`src/rtl/cdecv_pkg.sv`:
```
// rtl/cdecv_pkg.sv - shared ALU opcodes, flag indices and multiply sequencer states
package cdecv_pkg;

  // ALU opcodes used by the multiply sequencer
  localparam logic [3:0] ALUOP_PASS_A = 4'b0000;
  localparam logic [3:0] ALUOP_ADD    = 4'b1010;

  // Bit positions inside the ALU {S,Z,Cy} flag bus
  localparam int SZCY_CY = 0;
  localparam int SZCY_Z  = 1;
  localparam int SZCY_S  = 2;

  typedef enum logic [1:0] {
    ST_IDLE = 2'd0,
    ST_RUN  = 2'd1,
    ST_DONE = 2'd2
  } mul_state_e;

endpackage

```
`src/rtl/mul_seq.sv`:
```
// rtl/mul_seq.sv - 8x8 shift-and-add multiply sequencer driving the shared datapath ALU
module mul_seq
  import cdecv_pkg::*;
(
  input  logic        clk,
  input  logic        reset_n,
  input  logic        start,
  input  logic [7:0]  op_a,
  input  logic [7:0]  op_b,
  output logic        busy,
  output logic        done,
  output logic [15:0] product,
  output logic        prod_z,
  output logic [3:0]  alu_aluop,
  output logic [7:0]  alu_a,
  output logic [7:0]  alu_b,
  output logic        alu_cy_in,
  input  logic [7:0]  alu_result,
  input  logic [2:0]  alu_szcy
);

  mul_state_e  state_q, state_d;
  logic [7:0]  acc_hi_q, acc_hi_d;
  logic [7:0]  mplier_q, mplier_d;
  logic [7:0]  mcand_q, mcand_d;
  logic [2:0]  cnt_q, cnt_d;
  logic [15:0] product_q, product_d;

  // {Cy, result, mplier[7:1]}: the partial product shifted right by one after this iteration
  logic [15:0] shift_w;

  // S and Z are not needed for an unsigned multiply
  logic unused_flags;
  assign unused_flags = ^alu_szcy[SZCY_S:SZCY_Z];

  assign shift_w = {alu_szcy[SZCY_CY], alu_result, mplier_q[7:1]};

  // State register and datapath registers; reset clears everything so no partial product leaks
  always_ff @(posedge clk or negedge reset_n) begin
    if (!reset_n) begin
      state_q   <= ST_IDLE;
      acc_hi_q  <= 8'h00;
      mplier_q  <= 8'h00;
      mcand_q   <= 8'h00;
      cnt_q     <= 3'd0;
      product_q <= 16'h0000;
    end else begin
      state_q   <= state_d;
      acc_hi_q  <= acc_hi_d;
      mplier_q  <= mplier_d;
      mcand_q   <= mcand_d;
      cnt_q     <= cnt_d;
      product_q <= product_d;
    end
  end

  // Next-state: accept start in IDLE/DONE, iterate eight times in RUN, publish product on the DONE edge
  always_comb begin
    state_d   = state_q;
    acc_hi_d  = acc_hi_q;
    mplier_d  = mplier_q;
    mcand_d   = mcand_q;
    cnt_d     = cnt_q;
    product_d = product_q;
    case (state_q)
      ST_IDLE, ST_DONE: begin
        if (start) begin
          state_d  = ST_RUN;
          acc_hi_d = 8'h00;
          mplier_d = op_b;
          mcand_d  = op_a;
          cnt_d    = 3'd0;
        end else begin
          state_d  = ST_IDLE;
        end
      end
      ST_RUN: begin
        acc_hi_d = shift_w[15:8];
        mplier_d = shift_w[7:0];
        cnt_d    = cnt_q + 3'd1;
        if (cnt_q == 3'd7) begin
          state_d   = ST_DONE;
          product_d = shift_w;
        end
      end
      default: state_d = ST_IDLE;
    endcase
  end

  // ALU drive: add the multiplicand when the current multiplier bit is set, bus quiet outside RUN
  always_comb begin
    alu_aluop = ALUOP_PASS_A;
    alu_a     = 8'h00;
    alu_b     = 8'h00;
    alu_cy_in = 1'b0;
    if (state_q == ST_RUN) begin
      alu_aluop = mplier_q[0] ? ALUOP_ADD : ALUOP_PASS_A;
      alu_a     = acc_hi_q;
      alu_b     = mcand_q;
    end
  end

  assign busy    = (state_q == ST_RUN);
  assign done    = (state_q == ST_DONE);
  assign product = product_q;
  assign prod_z  = (product_q == 16'h0000);

endmodule

```
`config.mk`:
```
export PLATFORM = sky130hd
export DESIGN_NAME = mul_seq
export DESIGN_NICKNAME = d
export VERILOG_FILES = /design/src/rtl/cdecv_pkg.sv /design/src/rtl/mul_seq.sv
export SDC_FILE = /design/constraint.sdc
export NUM_CORES = 1
export LEC_CHECK = 0
export BUFFER_PORTS_ARGS = -buffer_cell sky130_fd_sc_hd__buf_2
export CORE_MARGIN = 10
export CORE_UTILIZATION = 45
export CTS_BUF_LIST = sky130_fd_sc_hd__clkbuf_2
export DETAILED_ROUTE_END_ITERATION = 10
export GPL_ROUTABILITY_DRIVEN = 0
export PLACE_DENSITY = 0.76
export SYNTH_ARGS = -nofsm -noshare
export SYNTH_HDL_FRONTEND = slang
export SYNTH_SLANG_ARGS = --single-unit
```
`constraint.sdc`:
```
create_clock -name clk -period 1.37 [get_ports clk]
set_input_delay 0.274 -clock clk [delete_from_list [all_inputs] [get_ports clk]]
set_output_delay 0.274 -clock clk [all_outputs]
set_load 0.03 [all_outputs]
```
# Word-level counts from Yosys, hierarchy flattened
# Cells that the tools add are included.
[totals] word_cells=32 input_bits=30 regBits=45 output_inout_bits=40
[classes] mux=13 eq_ne=5 n_addsub=1 reduce_logical=7
[ops] cell="2-to-1 mux 8 bit" count=4
[ops] cell="case mux 8 bit (2 select lines)" count=2
[ops] cell="logical NOT 16 bit" count=1
[ops] cell="2-to-1 mux 4 bit" count=2
[ops] cell="case mux 3 bit (2 select lines)" count=1
[ops] cell="AND reduction 2 bit" count=3
[ops] cell="case mux 2 bit (2 select lines)" count=1
[ops] cell="adder 3 x 1 -> 3 bit (second input constant)" count=1
[ops] cell="== test 3 bit (second input constant)" count=1
[ops] cell="2-to-1 mux 3 bit" count=1
[ops] cell="== test 2 x 1 -> 1 bit (second input constant)" count=1
[ops] cell="== test 2 bit (second input constant)" count=1
[ops] cell="logical NOT 2 bit" count=1
[ops] cell="2-to-1 mux 2 bit" count=1
[ops] cell="inequality test 2 x 1 -> 1 bit (second input constant)" count=1
[ops] cell="inequality test 2 bit (second input constant)" count=1
[ops] cell="nonzero test 2 bit" count=1
[ops] cell="OR reduction 2 bit" count=1
[ops] cell="2-to-1 mux 1 bit" count=1

# Longest topological paths before layout
# Gate-level depths: netlist (run 1).
[depth] word_depth=4 depth_mapped=5 depth_no_buf=4

# Least setup slack after synthesis (run 1)
# OpenSTA, ideal clock, no wires.
[synth_path] kind="reg-to-output" startpoint="register state_q[1]" endpoint="output alu_aluop[3]" path_slack_ps=-314 path_buffers=3 arrival_ps=1410 path_stages_with_launch=6 required_time_ps=1096 cell_sequence="dfrtp_1 nor2b_4 buf_4 buf_2 and2_1 buf_4"
[synth_via] elab_chain_cells=2
[synth_lines] item="from (decl)" line_no="mul_seq.sv:22" source="mul_state_e state_q, state_d;"
[synth_lines] item="from (signal assigned)" line_no="mul_seq.sv:48" source="state_q <= state_d;"
[synth_lines] item="== test 2 x 1 -> 1 bit" line_no="mul_seq.sv:96" source="if (state_q == ST_RUN) begin"
[synth_lines] item="2-to-1 mux 4 bit" line_no="mul_seq.sv:96"
[synth_lines] item="to (decl)" line_no="mul_seq.sv:14" source="output logic [3:0] alu_aluop,"
# Every way passes these cells.

# Worst setup path after layout (run 1)
[layout_path] startpoint="register product_q[11] (netlist: product[11])" endpoint="output prod_z"
[layout_via] elab_chain_cells=1
[layout_lines] item="from (decl)" line_no="mul_seq.sv:27" source="logic [15:0] product_q, product_d;"
[layout_lines] item="from (signal assigned)" line_no="mul_seq.sv:53" source="product_q <= product_d;"
[layout_lines] item="logical NOT 16 bit" line_no="mul_seq.sv:106" source="assign prod_z = (product_q == 16'h0000);"
[layout_lines] item="to (decl)" line_no="mul_seq.sv:13" source="output logic prod_z,"
# Every way passes these cells.

==> parameters.txt, run 1 <==
Parameter                              Value

Layout
  Design Area, Final ... around 0.0032 mm²
  Area added between synthesis and finish ... 57.8%
  Share of final-layout standard cells stronger than drive strength 1 ... approximately 65%
  Total of fill cells in the finished design ... approximately 310
  ANT cells ... 0
  Post-layout net count ... ~290

Yosys
  Top post-synthesis cells by area ... sky130_fd_sc_hd__dfrtp_1, sky130_fd_sc_hd__mux2_2, sky130_fd_sc_hd__mux2_4
  Sequential-to-total area share from yosys stat ... between 50% and 60%
  Summed instance area of the synthesized netlist ... roughly 0.002 mm²
  Fraction of post-synthesis cell area in the top cell type by area ... a little under three fifths
  Leading cell types by count after synthesis ... sky130_fd_sc_hd__dfrtp_1, sky130_fd_sc_hd__and2_1, sky130_fd_sc_hd__mux2_2, sky130_fd_sc_hd__a22o_1, sky130_fd_sc_hd__mux2_4
  Cell taking the most area after synthesis ... sky130_fd_sc_hd__dfrtp_1
  Async set-reset flop share out of synthesis ... 100%
  YS warnings ... 0
  Mean area per synthesized cell ... 13.3 µm²
  Post-synth EDFFs ... 0
  Cell with the most instances after synthesis ... sky130_fd_sc_hd__dfrtp_1
  Seq cells post-synth ... 45
  Top flip-flop cell by instance count after synthesis ... sky130_fd_sc_hd__dfrtp_1
  Synth cell types ... 23
  Number of cells produced by synthesis ... 150

Routing
  Met3 WL ... roughly 520 µm
  Total routed wire length on the met1 layer ... approximately 2100 µm
  Number of search-and-repair iterations in the first detailed-routing pass ... 4
  Routed wire length on met2 ... roughly 2600 µm
  Number of remaining DRC errors ... 0
  Final wirelength ... about 5200 µm
  Violation count after the first detailed-routing iteration ... slightly above 60
  Post-route ant nets ... 0
  Wire length per cell ... between 15 and 20 µm
  Top layer in use ... met4
  Via-to-Cell Ratio ... just under 5
  Via Count ... 1484

Timing
  F_max ... ~540 MHz
  Final number of setup-violating endpoints ... 57
  Aggregate negative setup slack ... -10260 ps
  Max Slew Vio Count ... 0
  Fin Clk Skew ... 9.41 ps
  Minimum period implied by the final worst setup slack ... between 1500 and 2000 ps
  Post-route setup slack ... -468 ps
  RSZ-0062 raised after global routing ... true
  Period utilisation layout ... 134%
  Final hold vios ... 0

Critical path
  Beginning of the critical path ... product[11]$_DFFE_PN0P_
  Worst Path Arrival ... 1560 ps
  Ordered list of cells on the worst path ... nor4_2 > and4_4 > buf_6
  Worst setup EP type ... primary output
  Crit path largest cell delay ... approximately 450 ps
  Critical setup path kind ... reg2out
  CP max-delay cell ... sky130_fd_sc_hd__dfrtp_1
  Number of cells on the worst reg-to-reg path ... 4
  Crit start category ... register
  CP Max Fanout ... 2
  Launch point of the worst reg-to-reg path ... state_q[1]$_DFFE_PN0P_
  Required time of the critical path ... approximately 1100 ps

Placement
  Quantity of I/O buffers inserted on ports ... 64
  Placement-stage cell area ... between 0.002 and 0.003 mm²
  Final HPWL DP ... 3420 µm

Worst hold path
  Tightest Hold Check Type ... in2reg
  Worst hold path cell count ... 2
  Hold Path Origin ... op_a[2]

Power and ir drop
  Static leakage ... between 1.5 and 2 nW
  Ratio of total power to cell area ... around 2800 mW/mm²
  VDD IR-drop max ... about 1600 µV
  Power after layout ... just under 9 mW

Floorplanning
  Initial core utilization ... 46.2%
  Vertical die dimension ... approximately 87 µm
  Horizontal die dimension ... ~87 µm
  Floorplan core area ... around 0.0043 mm²
  Site row count ... 24
  Die Outline Area ... 0.00750 mm²
  Number of ports placed on the die boundary ... 70

GRT
  Global-route usage over all layers ... 13.9%
  Maximum number of pins on one net before global-route repair ... 46
  Via count of the first global-routing pass ... 1651
  GR Overflow Total ... 0
  Number of antenna violations at the first check in global routing ... 0
  First-pass GRT wire length ... roughly 8300 µm

Job
  Number of max-capacitance violations reported ... 0

Clock network
  Deepest level of the CTS H-tree ... 2
  Register clock-pin slew on the reported worst setup and hold paths ... 210 ps
  Clock Sinks ... 45
  Latest clock arrival within the worst-skew pair ... roughly 400 ps
  Total clock buffers created by CTS ... 5
  CTS root buf ... sky130_fd_sc_hd__clkbuf_2
  CTS max path bufs ... 2
  CTS tree ... built

Outcome
  Violated checks ... setup timing
  Status ... finished with violations
==> stage by stage <==
| step | setup WS (ps) | instances | util, % | hold WS, ps |
|---|---|---|---|---|
| CTS | -480 | 298 | 69.6 | 59.2 |
| global route | -556 | 305 | 72.9 | 31.3 |
| finish | -468 | 305 | 72.9 | 84.6 |
| detailed placement | -142 | 278 | 58.3 | 271 |
| global placement | -110 | 278 | 58.3 | 270 |
| floorplan | -34.5 | 152 | - | -21.6 |
==> cell families after synthesis <==
| logic type | synth area share (%) |
|---|---|
| AOI/OAI and AO/OA | 6.77 |
| adders and majority gates | 1.25 |
| buffers and inverters | 4.95 |
| DFF | 56.4 |
| muxes | 19.8 |
| other | 0.188 |
| and+or+nand+nor | 10.7 |
==> state kept, by name, summed over array words and instances, names as in the netlist <==
name / flops
state_q: 2
cnt_q: 3
mplier_q: 8
product: 16
acc_hi_q: 8
mcand_q: 8
==> final cells by class <==
cell class	instances	area, µm²	share of cell area (%)
clock buffers	5	25.0	0.794
clock inverters	2	35.0	1.11
inverters	2	7.51	0.238
multi-input cells	92	908	28.8
flip-flops and latches	45	1130	35.7
well taps	52	65.1	2.07
repair buffers	107	983	31.2
==> cells in the final DEF, fill, tap and decap left out, types with 2 or more instances in the layout <==
| cell type | n |
|---|---|
| sky130_fd_sc_hd__o21ai_1 | 8 |
| sky130_fd_sc_hd__a22o_1 | 10 |
| sky130_fd_sc_hd__nor2b_4 | 2 |
| sky130_fd_sc_hd__mux2i_1 | 8 |
| sky130_fd_sc_hd__buf_4 | 17 |
| sky130_fd_sc_hd__and2_4 | 11 |
| sky130_fd_sc_hd__nor4_2 | 2 |
| sky130_fd_sc_hd__buf_6 | 60 |
| sky130_fd_sc_hd__nand2_1 | 8 |
| sky130_fd_sc_hd__and2_2 | 6 |
| sky130_fd_sc_hd__clkbuf_2 | 5 |
| sky130_fd_sc_hd__conb_1 | 3 |
| sky130_fd_sc_hd__inv_1 | 2 |
| sky130_fd_sc_hd__mux2_4 | 17 |
| sky130_fd_sc_hd__buf_2 | 27 |
| sky130_fd_sc_hd__dfrtp_1 | 45 |
| sky130_fd_sc_hd__mux2_2 | 8 |
==> worst max-delay path: cells and delay by family, from the launching register on <==
kind | cells | cell delay, ps
simple gates | 2 | 590
buf+inv | 1 | 130
flops | 1 | 450
==> timing repair <==
| item | in CTS | in global routing |
|---|---|---|
| resized for setup | 103 | 39 |
| endpoints found under the setup margin | 59 | 70 |
| hold buffers | 1 | 0 |
| buffers inserted | 12 | 10 |
| gates cloned | 2 | 1 |
| endpoints found under the hold margin | 45 | 0 |
| pin swaps | 11 | 4 |
==> worst paths after layout <==
check,to,slack [ps]
setup / recovery,prod_z,-470
hold / removal,mcand_q[2]$_DFFE_PN0P_,80
setup reg to reg,product[5]$_DFFE_PN0P_,-90
hold reg to reg,acc_hi_q[6]$_DFFE_PN0P_,530
max in group asynchronous,mcand_q[6]$_DFFE_PN0P_,810
min in group asynchronous,mplier_q[5]$_DFFE_PN0P_,340
==> routing by layer <==
metal / global-route usage, % / vias up
li1: - / 724
met1: 15.7 / 710
met2: 22.2 / 44
met3: 8.07 / 6
met4: 3.09 / 0
met5: 0 / -
==> power by group <==
group          switching (mW)  internal (mW)
logic                    2.59           3.16
registers               0.497           1.97
clock network           0.408          0.296
total                    3.49           5.43
No activity file was read; power rests on OpenSTA's default activity.
==> run 2: changes to the inputs <==
GPL_TIMING_DRIVEN = 0   (was unset)
SETUP_SLACK_MARGIN = 0.02   (was unset)
==> run 2 against run 1 <==
Die area did not move. Count of clock-buffer cells in the layout rose by 1. Critical path type unchanged. Clock skew rose by 18 ps. Register-to-register slack barely moved. The run ends with hold timing, setup timing left. Sequential share of layout area rose by 1.4 points. Largest cell class unchanged. First-iteration DRC count rose by 1.6%.
==> parameters.txt, run 2 (same netlist as run 1, synthesis figures left out) <==
Parameter                              Value

Outcome
  Status ... finished with violations
  Violated checks ... hold timing, setup timing

Routing
  Violation count after the first detailed-routing iteration ... 62
  Final wirelength ... 5270 µm
  Post-route ant nets ... 0
  Number of search-and-repair iterations in the first detailed-routing pass ... 5
  Via-to-Cell Ratio ... ~5
  Number of remaining DRC errors ... 0
  Via Count ... between 1000 and 1500
  Wire length per cell ... ~18 µm

Floorplanning
  Vertical die dimension ... between 80 and 90 µm
  Initial core utilization ... a little under half
  Floorplan core area ... roughly 0.0043 mm²
  Horizontal die dimension ... 86.6 µm
  Number of ports placed on the die boundary ... 70
  Site row count ... 24
  Die Outline Area ... around 0.0075 mm²

Timing
  Minimum period implied by the final worst setup slack ... 1910 ps
  Final number of setup-violating endpoints ... 34
  Slew at the pin closest to its max-slew limit ... about 1000 ps
  F_max ... around 520 MHz
  Final hold vios ... 9
  RSZ-0062 raised after global routing ... true
  Max Slew Vio Count ... 0
  Worst slew margin relative to its limit ... 33.4%
  Fin Clk Skew ... 27.9 ps
  Final-layout worst hold slack ... -18.3 ps
  Period utilisation layout ... 139%
  Post-route setup slack ... -538 ps

Critical path
  Worst Path Arrival ... 1630 ps
  Endpoint of the worst register-to-register path ... product[8]$_DFFE_PN0P_
  Number of cells on the worst reg-to-reg path ... 6
  Required time of the critical path ... roughly 1100 ps
  Beginning of the critical path ... product[0]$_DFFE_PN0P_
  Critical setup path kind ... reg2out
  Worst setup slack for register-to-register paths ... -100 ps
  CP Max Fanout ... 3
  Worst setup path endpoint ... prod_z
  Worst setup EP type ... primary output
  Crit start category ... register
  Launch point of the worst reg-to-reg path ... cnt_q[0]$_DFFE_PN0P_

Placement
  Cell count after placement ... 268
  Final HPWL DP ... 3460 µm
  Worst-case setup slack after placement ... -345 ps
  Quantity of I/O buffers inserted on ports ... 64

Layout
  Post-layout net count ... around 280
  Register area ... 0.00113 mm²
  Total of fill cells in the finished design ... 287
  Highest-count cells in the layout ignoring fill and taps ... sky130_fd_sc_hd__buf_6, sky130_fd_sc_hd__dfrtp_1, sky130_fd_sc_hd__buf_2, sky130_fd_sc_hd__buf_4, sky130_fd_sc_hd__mux2_4
  Total area of multi-input combinational cells ... between 800 and 900 µm²
  ANT cells ... 0
  Commonest non-fill, non-tap cell in the layout ... sky130_fd_sc_hd__buf_6
  Area added between synthesis and finish ... 52.7%
  Fin cells ... ~300
  Final core utilization ... a little over two thirds
  Share of final-layout standard cells stronger than drive strength 1 ... between 60% and 70%
  Number of flip-flops in the largest register ... 16

GRT
  Global-route usage over all layers ... approximately an eighth
  First-pass GRT wire length ... a little under 8000 µm
  GR Overflow Total ... 0
  Maximum number of pins on one net before global-route repair ... 46
  Number of antenna violations at the first check in global routing ... 0
  Via count of the first global-routing pass ... about 1600

Clock network
  CTS tree ... built
  CTS root buf ... sky130_fd_sc_hd__clkbuf_2
  Register clock-pin slew on the reported worst setup and hold paths ... between 200 and 250 ps
  Latest clock arrival within the worst-skew pair ... 410 ps
  Deepest level of the CTS H-tree ... 2
  Total clock buffers created by CTS ... 5
  CTS max path bufs ... 2
  Number of buffers added to fix hold violations after cts ... 0
  Clock Sinks ... 45

Power and ir drop
  VDD IR-drop max ... approximately 1600 µV
  Static leakage ... ~1.5 nW
  Ratio of total power to cell area ... 2780 mW/mm²
  Power after layout ... 8.49 mW

Job
  Number of max-capacitance violations reported ... 0

Worst hold path
  Tightest Hold Check Type ... in2async
-- run 2: changes by cell type in the layout (fill, tap and decap cells not counted), sizes merged --
cell / previous run / this run
buf: 106 / 96
clkbuf: 5 / 7
dlygate4sd3: 1 / 0
-- run 2: worst max-delay path: stages, from the launching register on --
cell and delay [ps]:
sky130_fd_sc_hd__dfrtp_1 490, sky130_fd_sc_hd__nor4_2 340, sky130_fd_sc_hd__and4_4 270, sky130_fd_sc_hd__buf_6 130
-- run 2: repair_timing --
item / CTS / global route
pin swaps: 3 / 1
setup buffers: 13 / 7
gates resized for setup: 80 / 31
gates cloned: 1 / 0
setup endpoints to repair: 39 / 61
-- run 2: metrics by stage --
step / setup TNS (ps) / cell area [µm²] / hold WS [ps]
final: -9820 / 3050 / -18.3
after global routing: -13820 / 3050 / 11.3
after CTS: -10810 / 2920 / 5.06
after detailed placement: -5540 / 2450 / 474
after global placement: -5380 / 2450 / 475
after floorplan: -538 / 2070 / -21.6
-- run 2: power breakdown --
group          switching (mW)  internal (mW)
Clock                   0.412          0.311
Sequential              0.555           1.98
Combinational            2.45           2.78
Total                    3.41           5.08
-- run 2: metal layers --
layer / track usage [%] / up-vias / share of wire (%)
li1: - / 704 / -
met5: 0 / - / 0
met3: 7.60 / 4 / 11
met2: 20.7 / 65 / 47
met4: 3.09 / 0 / 0.55
met1: 15.3 / 702 / 41
-- run 2: area by class of cell --
class | count | area share (%)
multi-input cells | 92 | 29.1
well taps | 52 | 2.13
inverters | 2 | 0.246
clock inverters | 2 | 1.11
plain buffers | 13 | 4.47
flip-flops and latches | 45 | 37.1
clock buffers | 6 | 0.985
repair buffers | 84 | 24.9
-- run 2: worst min path at each step --
stage	end	slack, ps	from
2_1_floorplan	acc_hi_q[0]$_DFFE_PN0P_	-20	reset_n
3_3_place_gp	acc_hi_q[4]$_DFFE_PN0P_	470	acc_hi_q[4]$_DFFE_PN0P_
3_5_place_dp	acc_hi_q[6]$_DFFE_PN0P_	470	acc_hi_q[6]$_DFFE_PN0P_
4_1_cts	acc_hi_q[0]$_DFFE_PN0P_	5	reset_n
5_1_grt	acc_hi_q[1]$_DFFE_PN0P_	10	reset_n
6_report	acc_hi_q[1]$_DFFE_PN0P_	-20	reset_n
==> run 3: changes to the inputs <==
PLACE_DENSITY = unset   (was 0.76)
PLACE_DENSITY_LB_ADDON = 0.15   (was unset)
==> run 3 against run 2 <==
The flow finishes with violations (setup timing). Global-route usage increased by 1.7 points. Sequential share of layout area decreased by 1.3 points. Power increased by 2.1%. Critical endpoint is now alu_b[6]. Largest power group unchanged.
==> parameters.txt, run 3 (same netlist as run 1, synthesis figures left out) <==
Parameter                              Value

Outcome
  Status ... finished with violations
  Violated checks ... setup timing

Layout
  Highest-count cells in the layout ignoring fill and taps ... sky130_fd_sc_hd__buf_6, sky130_fd_sc_hd__dfrtp_1, sky130_fd_sc_hd__buf_2, sky130_fd_sc_hd__mux2_4, sky130_fd_sc_hd__buf_4
  Commonest non-fill, non-tap cell in the layout ... sky130_fd_sc_hd__buf_6
  Area added between synthesis and finish ... 58.0%
  ANT cells ... 0
  Total of fill cells in the finished design ... approximately 280
  Post-layout net count ... around 280
  Share of final-layout standard cells stronger than drive strength 1 ... between 60% and 70%
  Number of flip-flops in the largest register ... 16

GRT
  Global-route usage over all layers ... 14.9%
  GR Overflow Total ... 0
  Number of antenna violations at the first check in global routing ... 0
  Via count of the first global-routing pass ... ~1700
  First-pass GRT wire length ... roughly 8800 µm
  Maximum number of pins on one net before global-route repair ... 46

Critical path
  CP max-delay cell ... sky130_fd_sc_hd__dfrtp_1
  Worst path bufs/invs ... 3
  Launch point of the worst reg-to-reg path ... cnt_q[1]$_DFFE_PN0P_
  Critical setup path kind ... reg2out
  CP Max Fanout ... 10
  Worst setup EP type ... primary output
  Critical Path Most Common Cell ... sky130_fd_sc_hd__buf_6
  Beginning of the critical path ... state_q[0]$_DFFE_PN0P_
  Worst Path Arrival ... around 1600 ps
  Crit path largest cell delay ... roughly 430 ps
  Crit start category ... register
  Required time of the critical path ... around 1100 ps
  Ordered list of cells on the worst path ... nor2b_4 > buf_6 > buf_4 > and2_2 > buf_6
  Dominant delay contributor by cell family on the critical path ... buffers and inverters

Clock network
  CTS max path bufs ... 2
  Register clock-pin slew on the reported worst setup and hold paths ... ~240 ps
  Deepest level of the CTS H-tree ... 2
  Latest clock arrival within the worst-skew pair ... around 440 ps
  Total clock buffers created by CTS ... 5
  CTS tree ... built
  Clock Sinks ... 45
  CTS root buf ... sky130_fd_sc_hd__clkbuf_2

Routing
  Number of search-and-repair iterations in the first detailed-routing pass ... 4
  Final wirelength ... between 5000 and 6000 µm
  Wire length per cell ... about 19 µm
  Via Count ... around 1600
  Number of remaining DRC errors ... 0
  Post-route ant nets ... 0
  Via-to-Cell Ratio ... a little over 5
  Violation count after the first detailed-routing iteration ... between 80 and 90

Timing
  Max Slew Vio Count ... 0
  Aggregate negative setup slack ... -12440 ps
  Period utilisation layout ... 138%
  Worst slew margin relative to its limit ... approximately three fifths
  RSZ-0062 raised after global routing ... true
  Slew at the pin closest to its max-slew limit ... around 600 ps
  Final hold vios ... 0
  F_max ... 529 MHz
  Final-layout worst hold slack ... 53.8 ps
  Minimum period implied by the final worst setup slack ... 1890 ps
  Fin Clk Skew ... ~32 ps
  Final number of setup-violating endpoints ... 56
  Post-route setup slack ... -520 ps

Floorplanning
  Floorplan core area ... between 0.004 and 0.005 mm²
  Site row count ... 24
  Number of ports placed on the die boundary ... 70
  Die Outline Area ... between 0.007 and 0.008 mm²
  Horizontal die dimension ... 86.6 µm
  Vertical die dimension ... slightly below 90 µm
  Initial core utilization ... between 40% and 50%

Power and ir drop
  Ratio of total power to cell area ... 2750 mW/mm²
  Power after layout ... approximately 8.7 mW
  VDD IR-drop max ... 1280 µV
  Static leakage ... roughly 1.6 nW

Worst hold path
  Hold Path Origin ... alu_result[6]
  Tightest Hold Check Type ... in2reg

Placement
  Quantity of I/O buffers inserted on ports ... 64
  Final HPWL DP ... around 3700 µm

Job
  Number of max-capacitance violations reported ... 0
[run 3: metal layers]
metal	part of all wire (%)	track usage (%)	up-vias
li1	-	-	704
met1	40	16.7	800
met2	52	25.3	40
met3	6.7	6.19	7
met4	1.0	4.27	0
met5	0	0	-
[run 3: layout make-up]
cell class	instances	area, µm²	share of cell area (%)
Timing Repair Buffer	88	823	26.1
Multi-Input combinational cell	92	927	29.4
Clock buffer	5	25.0	0.793
Tap cell	52	65.1	2.06
Sequential cell	45	1130	35.9
Inverter	2	7.51	0.238
Clock inverter	3	12.5	0.397
Buffer	13	163	5.16
[run 3: what timing repair did]
action,CTS,global route
pin swaps,5,2
hold endpoints to repair,13,0
setup buffers,18,7
endpoints found under the setup margin,43,82
resized for setup,90,59
cloned,2,1
hold buffers,1,0
[run 3: path summary, 6_finish.rpt]
| path | endpoint | slack, ps | depth (start not counted) |
|---|---|---|---|
| max | alu_b[6] | -520 | 5 |
| min | acc_hi_q[5]$_DFFE_PN0P_ | 50 | 2 |
| max reg2reg | product[10]$_DFFE_PN0P_ | -190 | 6 |
| min reg2reg | acc_hi_q[0]$_DFFE_PN0P_ | 530 | 1 |
| max in group asynchronous | product[10]$_DFFE_PN0P_ | 530 | 2 |
| min in group asynchronous | product[11]$_DFFE_PN0P_ | 360 | 2 |
[run 3: worst register-to-register path, cell delays in order, from the launching register on]
cell                      delay, ps
sky130_fd_sc_hd__dfrtp_1        450
sky130_fd_sc_hd__ha_2           210
sky130_fd_sc_hd__ha_4           180
sky130_fd_sc_hd__nand2_8         80
sky130_fd_sc_hd__buf_12         120
sky130_fd_sc_hd__buf_12         110
sky130_fd_sc_hd__mux2_4         300
[run 3: stage by stage]
stage	setup WS, ps	area, µm²	std cells	utilization (%)
after floorplan	-34.5	2070	152	-
after global placement	-322	2450	268	56.7
after detailed placement	-334	2450	268	56.7
after CTS	-524	3020	297	69.9
after global routing	-610	3150	300	72.9
final	-520	3150	300	72.9
[run 3: power breakdown]
part           switching [mW]  total (mW)  internal (mW)
clock                   0.426       0.538          0.112
sequential              0.536        2.52           1.98
combinational            2.58        5.62           3.03
